### src/rtl/hazard_control_unit_pkg.sv
// rtl/hazard_control_unit_pkg.sv - shared state encodings and default widths for the hazard and forwarding units
package hazard_control_unit_pkg;

    localparam int HCU_REG_W         = 4;
    localparam int HCU_MULDIV_CYCLES = 4;
    localparam int HCU_CNT_W         = 16;

    typedef enum logic [1:0] {
        ST_RUN    = 2'd0,
        ST_MULDIV = 2'd1,
        ST_HALT   = 2'd2
    } hcu_state_t;

    function automatic logic reg_match(input logic [HCU_REG_W-1:0] a, input logic [HCU_REG_W-1:0] b);
        return a == b;
    endfunction

endpackage

### src/rtl/hazard_control_unit_if.sv
// rtl/hazard_control_unit_if.sv - datapath <-> hazard control unit signal bundle
interface hazard_control_unit_if #(
    parameter int REG_W = 4,
    parameter int CNT_W = 16
);
    logic [REG_W-1:0] registerOP1ID;
    logic [REG_W-1:0] registerOP2ID;
    logic             useOP2ID;
    logic [REG_W-1:0] registerOP1EX;
    logic             memReadEX;
    logic             mulStartEX;
    logic             branchTakenEX;
    logic             haltID;

    logic             pcWrite;
    logic             ifIdWrite;
    logic             idExWrite;
    logic             ifIdFlush;
    logic             idExFlush;
    logic             exMemBubble;
    logic             halted;
    logic [CNT_W-1:0] stallCycles;

    // master: the datapath side; slave: the hazard control unit
    modport master (
        output registerOP1ID, registerOP2ID, useOP2ID, registerOP1EX,
               memReadEX, mulStartEX, branchTakenEX, haltID,
        input  pcWrite, ifIdWrite, idExWrite, ifIdFlush, idExFlush,
               exMemBubble, halted, stallCycles
    );

    modport slave (
        input  registerOP1ID, registerOP2ID, useOP2ID, registerOP1EX,
               memReadEX, mulStartEX, branchTakenEX, haltID,
        output pcWrite, ifIdWrite, idExWrite, ifIdFlush, idExFlush,
               exMemBubble, halted, stallCycles
    );
endinterface

### src/rtl/hazard_control_unit_hazard_detect.sv
// rtl/hazard_control_unit_hazard_detect.sv - combinational load-use comparator
module hazard_detect
    import hazard_control_unit_pkg::*;
#(
    parameter int REG_W = HCU_REG_W
) (
    input  logic [REG_W-1:0] i_registerOP1ID,
    input  logic [REG_W-1:0] i_registerOP2ID,
    input  logic             i_useOP2ID,
    input  logic [REG_W-1:0] i_registerOP1EX,
    input  logic             i_memReadEX,
    output logic             o_loadUse
);
    logic w_op1Hit;
    logic w_op2Hit;

    // Register 0 is compared like any other register.
    assign w_op1Hit  = (i_registerOP1EX == i_registerOP1ID);
    assign w_op2Hit  = i_useOP2ID && (i_registerOP1EX == i_registerOP2ID);
    assign o_loadUse = i_memReadEX && (w_op1Hit || w_op2Hit);
endmodule

### src/rtl/hazard_control_unit.sv
// rtl/hazard_control_unit.sv - pipeline stall/flush sequencer with MUL/DIV freeze, halt and stall counter
module hazard_control_unit
    import hazard_control_unit_pkg::*;
#(
    parameter int REG_W         = HCU_REG_W,
    parameter int MULDIV_CYCLES = HCU_MULDIV_CYCLES,
    parameter int CNT_W         = HCU_CNT_W
) (
    input  logic                 clk,
    input  logic                 reset,
    hazard_control_unit_if.slave bus
);
    localparam int BUSY_W = (MULDIV_CYCLES > 2) ? $clog2(MULDIV_CYCLES) : 1;

    hcu_state_t        r_state;
    hcu_state_t        w_nextState;
    logic [BUSY_W-1:0] r_busyCnt;
    logic [BUSY_W-1:0] w_nextBusyCnt;
    logic [CNT_W-1:0]  r_stallCycles;

    logic w_loadUse;
    logic w_pcWrite;
    logic w_ifIdWrite;
    logic w_idExWrite;
    logic w_ifIdFlush;
    logic w_idExFlush;
    logic w_exMemBubble;
    logic w_halted;
    logic w_countStall;

    hazard_detect #(
        .REG_W (REG_W)
    ) u_hazard_detect (
        .i_registerOP1ID (bus.registerOP1ID),
        .i_registerOP2ID (bus.registerOP2ID),
        .i_useOP2ID      (bus.useOP2ID),
        .i_registerOP1EX (bus.registerOP1EX),
        .i_memReadEX     (bus.memReadEX),
        .o_loadUse       (w_loadUse)
    );

    always_comb begin
        w_nextState   = r_state;
        w_nextBusyCnt = r_busyCnt;
        w_pcWrite     = 1'b1;
        w_ifIdWrite   = 1'b1;
        w_idExWrite   = 1'b1;
        w_ifIdFlush   = 1'b0;
        w_idExFlush   = 1'b0;
        w_exMemBubble = 1'b0;
        w_halted      = 1'b0;

        unique case (r_state)
            ST_RUN: begin
                // A taken branch squashes the ID instruction, so its MUL/halt/load-use state is moot.
                if (bus.branchTakenEX) begin
                    w_ifIdFlush = 1'b1;
                    w_idExFlush = 1'b1;
                end else if (bus.mulStartEX) begin
                    w_nextState   = ST_MULDIV;
                    w_nextBusyCnt = BUSY_W'(MULDIV_CYCLES - 1);
                    w_pcWrite     = 1'b0;
                    w_ifIdWrite   = 1'b0;
                    w_idExWrite   = 1'b0;
                    w_exMemBubble = 1'b1;
                end else if (w_loadUse) begin
                    w_pcWrite   = 1'b0;
                    w_ifIdWrite = 1'b0;
                    w_idExFlush = 1'b1;
                end else if (bus.haltID) begin
                    w_nextState = ST_HALT;
                    w_pcWrite   = 1'b0;
                    w_idExFlush = 1'b1;
                end
            end
            ST_MULDIV: begin
                w_pcWrite     = 1'b0;
                w_ifIdWrite   = 1'b0;
                w_idExWrite   = 1'b0;
                w_exMemBubble = 1'b1;
                if (r_busyCnt <= BUSY_W'(1)) begin
                    w_nextState   = ST_RUN;
                    w_nextBusyCnt = '0;
                end else begin
                    w_nextBusyCnt = r_busyCnt - BUSY_W'(1);
                end
            end
            ST_HALT: begin
                // ID/EX keeps loading so bubbles drain the back end.
                w_pcWrite   = 1'b0;
                w_ifIdWrite = 1'b0;
                w_idExFlush = 1'b1;
                w_halted    = 1'b1;
            end
            default: begin
                w_nextState   = ST_RUN;
                w_nextBusyCnt = '0;
            end
        endcase

        if (reset) begin
            w_nextState   = ST_RUN;
            w_nextBusyCnt = '0;
            w_pcWrite     = 1'b0;
            w_ifIdWrite   = 1'b0;
            w_idExWrite   = 1'b0;
            w_ifIdFlush   = 1'b1;
            w_idExFlush   = 1'b1;
            w_exMemBubble = 1'b1;
            w_halted      = 1'b0;
        end
    end

    assign w_countStall = !w_pcWrite && (r_state != ST_HALT);

    always_ff @(posedge clk) begin
        if (reset) begin
            r_state       <= ST_RUN;
            r_busyCnt     <= '0;
            r_stallCycles <= '0;
        end else begin
            r_state   <= w_nextState;
            r_busyCnt <= w_nextBusyCnt;
            if (w_countStall && (r_stallCycles != {CNT_W{1'b1}})) begin
                r_stallCycles <= r_stallCycles + CNT_W'(1);
            end
        end
    end

    assign bus.pcWrite     = w_pcWrite;
    assign bus.ifIdWrite   = w_ifIdWrite;
    assign bus.idExWrite   = w_idExWrite;
    assign bus.ifIdFlush   = w_ifIdFlush;
    assign bus.idExFlush   = w_idExFlush;
    assign bus.exMemBubble = w_exMemBubble;
    assign bus.halted      = w_halted;
    assign bus.stallCycles = r_stallCycles;
endmodule

### src/flat_wrapper.sv
// flat-port wrapper written by rule: the top's interface ports become plain ports
module hazard_control_unit_flat import hazard_control_unit_pkg::*;
#(
    parameter int REG_W         = HCU_REG_W,
    parameter int MULDIV_CYCLES = HCU_MULDIV_CYCLES,
    parameter int CNT_W         = HCU_CNT_W
)
  (clk, reset, bus_registerOP1ID, bus_registerOP2ID, bus_useOP2ID, bus_registerOP1EX, bus_memReadEX, bus_mulStartEX, bus_branchTakenEX, bus_haltID, bus_pcWrite, bus_ifIdWrite, bus_idExWrite, bus_ifIdFlush, bus_idExFlush, bus_exMemBubble, bus_halted, bus_stallCycles);
  hazard_control_unit_if #(.REG_W(REG_W), .CNT_W(CNT_W)) bus_i ();
  input  logic clk;
  input  logic reset;
  input wire logic [$bits(bus_i.registerOP1ID)-1:0] bus_registerOP1ID;
  input wire logic [$bits(bus_i.registerOP2ID)-1:0] bus_registerOP2ID;
  input wire logic [$bits(bus_i.useOP2ID)-1:0] bus_useOP2ID;
  input wire logic [$bits(bus_i.registerOP1EX)-1:0] bus_registerOP1EX;
  input wire logic [$bits(bus_i.memReadEX)-1:0] bus_memReadEX;
  input wire logic [$bits(bus_i.mulStartEX)-1:0] bus_mulStartEX;
  input wire logic [$bits(bus_i.branchTakenEX)-1:0] bus_branchTakenEX;
  input wire logic [$bits(bus_i.haltID)-1:0] bus_haltID;
  output wire logic [$bits(bus_i.pcWrite)-1:0] bus_pcWrite;
  output wire logic [$bits(bus_i.ifIdWrite)-1:0] bus_ifIdWrite;
  output wire logic [$bits(bus_i.idExWrite)-1:0] bus_idExWrite;
  output wire logic [$bits(bus_i.ifIdFlush)-1:0] bus_ifIdFlush;
  output wire logic [$bits(bus_i.idExFlush)-1:0] bus_idExFlush;
  output wire logic [$bits(bus_i.exMemBubble)-1:0] bus_exMemBubble;
  output wire logic [$bits(bus_i.halted)-1:0] bus_halted;
  output wire logic [$bits(bus_i.stallCycles)-1:0] bus_stallCycles;
  assign bus_i.registerOP1ID = bus_registerOP1ID;
  assign bus_i.registerOP2ID = bus_registerOP2ID;
  assign bus_i.useOP2ID = bus_useOP2ID;
  assign bus_i.registerOP1EX = bus_registerOP1EX;
  assign bus_i.memReadEX = bus_memReadEX;
  assign bus_i.mulStartEX = bus_mulStartEX;
  assign bus_i.branchTakenEX = bus_branchTakenEX;
  assign bus_i.haltID = bus_haltID;
  assign bus_pcWrite = bus_i.pcWrite;
  assign bus_ifIdWrite = bus_i.ifIdWrite;
  assign bus_idExWrite = bus_i.idExWrite;
  assign bus_ifIdFlush = bus_i.ifIdFlush;
  assign bus_idExFlush = bus_i.idExFlush;
  assign bus_exMemBubble = bus_i.exMemBubble;
  assign bus_halted = bus_i.halted;
  assign bus_stallCycles = bus_i.stallCycles;
  hazard_control_unit #(.REG_W(REG_W), .MULDIV_CYCLES(MULDIV_CYCLES), .CNT_W(CNT_W)) u_core (.clk(clk), .reset(reset), .bus(bus_i));
endmodule
### config.mk
export PLATFORM = sky130hd
export DESIGN_NAME = hazard_control_unit_flat
export DESIGN_NICKNAME = d
export VERILOG_FILES = /design/src/rtl/hazard_control_unit_pkg.sv /design/src/rtl/hazard_control_unit_if.sv /design/src/rtl/hazard_control_unit_hazard_detect.sv /design/src/rtl/hazard_control_unit.sv /design/src/flat_wrapper.sv
export SDC_FILE = /design/constraint.sdc
export NUM_CORES = 1
export LEC_CHECK = 0
export ABC_AREA = 1
export BUFFER_PORTS_ARGS = -buffer_cell sky130_fd_sc_hd__buf_2
export CAP_MARGIN = 20
export CORE_UTILIZATION = 56
export DETAILED_ROUTE_END_ITERATION = 6
export PLACE_DENSITY = 0.93
export SYNTH_ARGS = -nofsm -noshare
export SYNTH_HDL_FRONTEND = slang
export SYNTH_SLANG_ARGS = --single-unit
### constraint.sdc
create_clock -name clk -period 2.8 [get_ports clk]
set_clock_uncertainty 0.15 [all_clocks]
set_input_delay 0.14 -clock clk [delete_from_list [all_inputs] [get_ports clk]]
set_output_delay 0.14 -clock clk [all_outputs]
set_load 0.02 [all_outputs]
==> flow_summary.json <==
{
  "status": "completed",
  "grt_max_degree": 21,
  "synth_compound_area_share_pct": 9.949,
  "cts-resized-gates": 0,
  "path_delay_family": "simple AND/OR/NAND/NOR gates",
  "worstMarginPinSlew_ns": 0.6855,
  "grt-ovfl-total": 0,
  "ys_top_cells_by_area": "dfxtp_1 (27%), nand2_1 (16%), nand4_1 (6.7%)",
  "die_x_um": 53.48,
  "path_buf_inv": 4,
  "fin_crit_sh_pct": 90.19,
  "drtPass1Iterations": 5,
  "crit_required_ns": 2.51,
  "async_reset_ff_share_pct": 0,
  "slew_violations": 0,
  "area_delta_synth_final_pct": 16.95,
  "rsz0062_at_grt": "false",
  "remaining_drc_errors": 0,
  "layout-drive-gt1-share_pct": 25.76,
  "path_max_fanout": 19,
  "crit_chain": "inv_1, ha_1, inv_2, nor2_2, nand2_1, nand2_1, a21oi_1, nand3_2, inv_1, buf_2",
  "synth_edf_count": 0,
  "dp_slack_ns": 0.4791,
  "fmax_ghz": 0.3960,
  "crit_arrival_ns": 2.24,
  "routedWlPerCell_um": 11.51,
  "grt_pass1_vias": 1338,
  "syn-cell-area_mm2": 0.001484,
  "synth_most_common_cell": "nand2_1",
  "ys_seq_area_share_pct": 26.98,
  "die-area_mm2": 0.002860,
  "clock-root-buffer": "clkbuf_4",
  "start_kind": "flop",
  "core_mm2": 0.002500,
  "min_path_type": "in2reg",
  "via_per_inst": 5.374,
  "ys_warn_count": 0,
  "cp-end-kind": "output port",
  "place_area_mm2": 0.001689,
  "nFillCells": 236,
  "placed_cells": 289,
  "synth_cells": 225,
  "antenna_found_initial": 0,
  "synth_seq_cells": 20,
  "slowest_delay_ns": 0.40,
  "routed_wl_um": 3384,
  "wl_met2_um": 1678,
  "htreeDepth": 1,
  "path_clk_slew_ns": 0.11,
  "setup_ws_ns": 0.2746,
  "power_density_mw_per_mm2": 596.0,
  "gp_congestion": 0.8076,
  "start_util_pct": 59.36,
  "finalHoldViolCount": 0,
  "cp_slowest_cell": "nand3_2",
  "pin_count": 42,
  "synth_xor_area_share_pct": 8.263,
  "io_buffers": 41,
  "hold_buffers": 1,
  "clock_path_buffers": 2,
  "cts_sinks": 20,
  "peakVddDrop_uv": 465.0,
  "worst-setup-path-type": "reg2out",
  "yosysUniqueCellTypes": 28,
  "num_antenna_cells": 0,
  "fin_nets": 288,
  "drt_iter0_markers": 44,
  "num_vias": 1580,
  "clock_latency_ns": 0.29,
  "cts_tree": "yes",
  "num_rows": 18,
  "synth_top_area_cell": "dfxtp_1",
  "finalCriticalPeriod_ns": 2.525,
  "tns_ns": 0,
  "final_area_mm2": 0.001735,
  "holdWs_ns": 0.08428,
  "syn-num-nets": 248,
  "chipHeight_um": 53.48,
  "setup_viol_count_final": 0,
  "synth_top_family_by_area": "simple AND/OR/NAND/NOR gates",
  "yosys.area.top_type_share_pct": 26.98,
  "yosys.area_share.adder_pct": 3.373,
  "routed.top_layer": "met4",
  "synth_common_cells": "nand2_1 (64), nor2_1 (25), inv_1 (22)",
  "drtAntennaViolNets": 0,
  "synthMuxAreaShare_pct": 0,
  "synthSimpleGateAreaFrac_pct": 42.07,
  "slew_headroom_pct": 54.25,
  "wl_met1_um": 1542,
  "syn_avg_cell_area_um2": 6.595,
  "cts-buffers-inserted": 3,
  "grt_usage_pct": 25.59,
  "hpwl_um": 2499,
  "p_leak_uw": 0.0007959,
  "grt_pass1_wl_um": 5382,
  "postCtsSetupRepairBufs": 0,
  "instances_no_fill": 294,
  "cap_violations": 0,
  "dr_wl_met3_um": 114,
  "ys.flop_type": "dfxtp_1"
}
-- final timing paths --
path,end,slack [ns],depth (start not counted),start
max,bus_pcWrite,0.27,10,u_core.r_state[0]
min,u_core.bus.stallCycles[10],0.08,2,reset
max reg2reg,u_core.bus.stallCycles[4],0.39,11,u_core.r_state[0]
min reg2reg,u_core.bus.stallCycles[15],0.35,2,u_core.bus.stallCycles[15]
-- cell families after synthesis --
family          after synthesis
xor+xnor                     14
buf+inv                      34
simple gates                130
flops                        20
fa+ha+maj                     4
compound gates               23
-- stage by stage --
step,utilization (%),power (µW)
floorplan,-,753.8
global placement,67.57,845.1
detailed placement,67.57,862.7
CTS,69.42,1034
global route,69.42,1113
finish,69.42,1034
-- layout by cell type (no fill, tap or decap) --
cell type	Yosys	routed
dlygate4sd3_1	0	1
o21ai_0	2	2
nand3_4	2	2
nor2_1	25	25
buf_2	3	41
inv_1	22	22
ha_1	4	4
clkbuf_4	0	3
nand3_1	10	10
nor2_4	2	2
nand2_1	64	64
nor3_1	4	4
xor2_1	8	8
nand3_2	4	4
a211oi_1	1	1
nor3_2	1	1
o21ai_1	1	1
o31ai_1	1	1
clkbuf_8	0	1
a21oi_1	10	10
or2_2	1	1
inv_2	5	5
dfxtp_1	20	20
a21oi_2	7	7
nand4_1	16	16
a31oi_1	1	1
xnor2_1	6	6
nor2_2	1	1
-- power breakdown --
group          switching [µW]  internal (µW)
combinational             354            152
sequential               36.8            325
clock                    87.9           79.2
total                     478            556
-- sequential cells by signal, summed over array words and instances (netlist names) --
name	cells
u_core.bus.stallCycles	16
u_core.r_busyCnt	2
u_core.r_state	2
-- cell type report --
cell class              count  area, µm²  share of cell area, %
multi-input cells         171      944.7                  54.43
flip-flops and latches     20      400.4                  23.07
repair buffers             42      215.2                  12.40
inverters                  27      101.3                  5.840
well taps                  30      37.54                  2.163
clock buffers               4      36.28                  2.091
-- layer usage --
layer,vias up,global-route usage [%]
met1,721,29.18
met4,0,7.456
met3,8,3.736
met2,41,47.92
li1,810,-
met5,-,0
No activity file was read; power rests on OpenSTA's default activity.
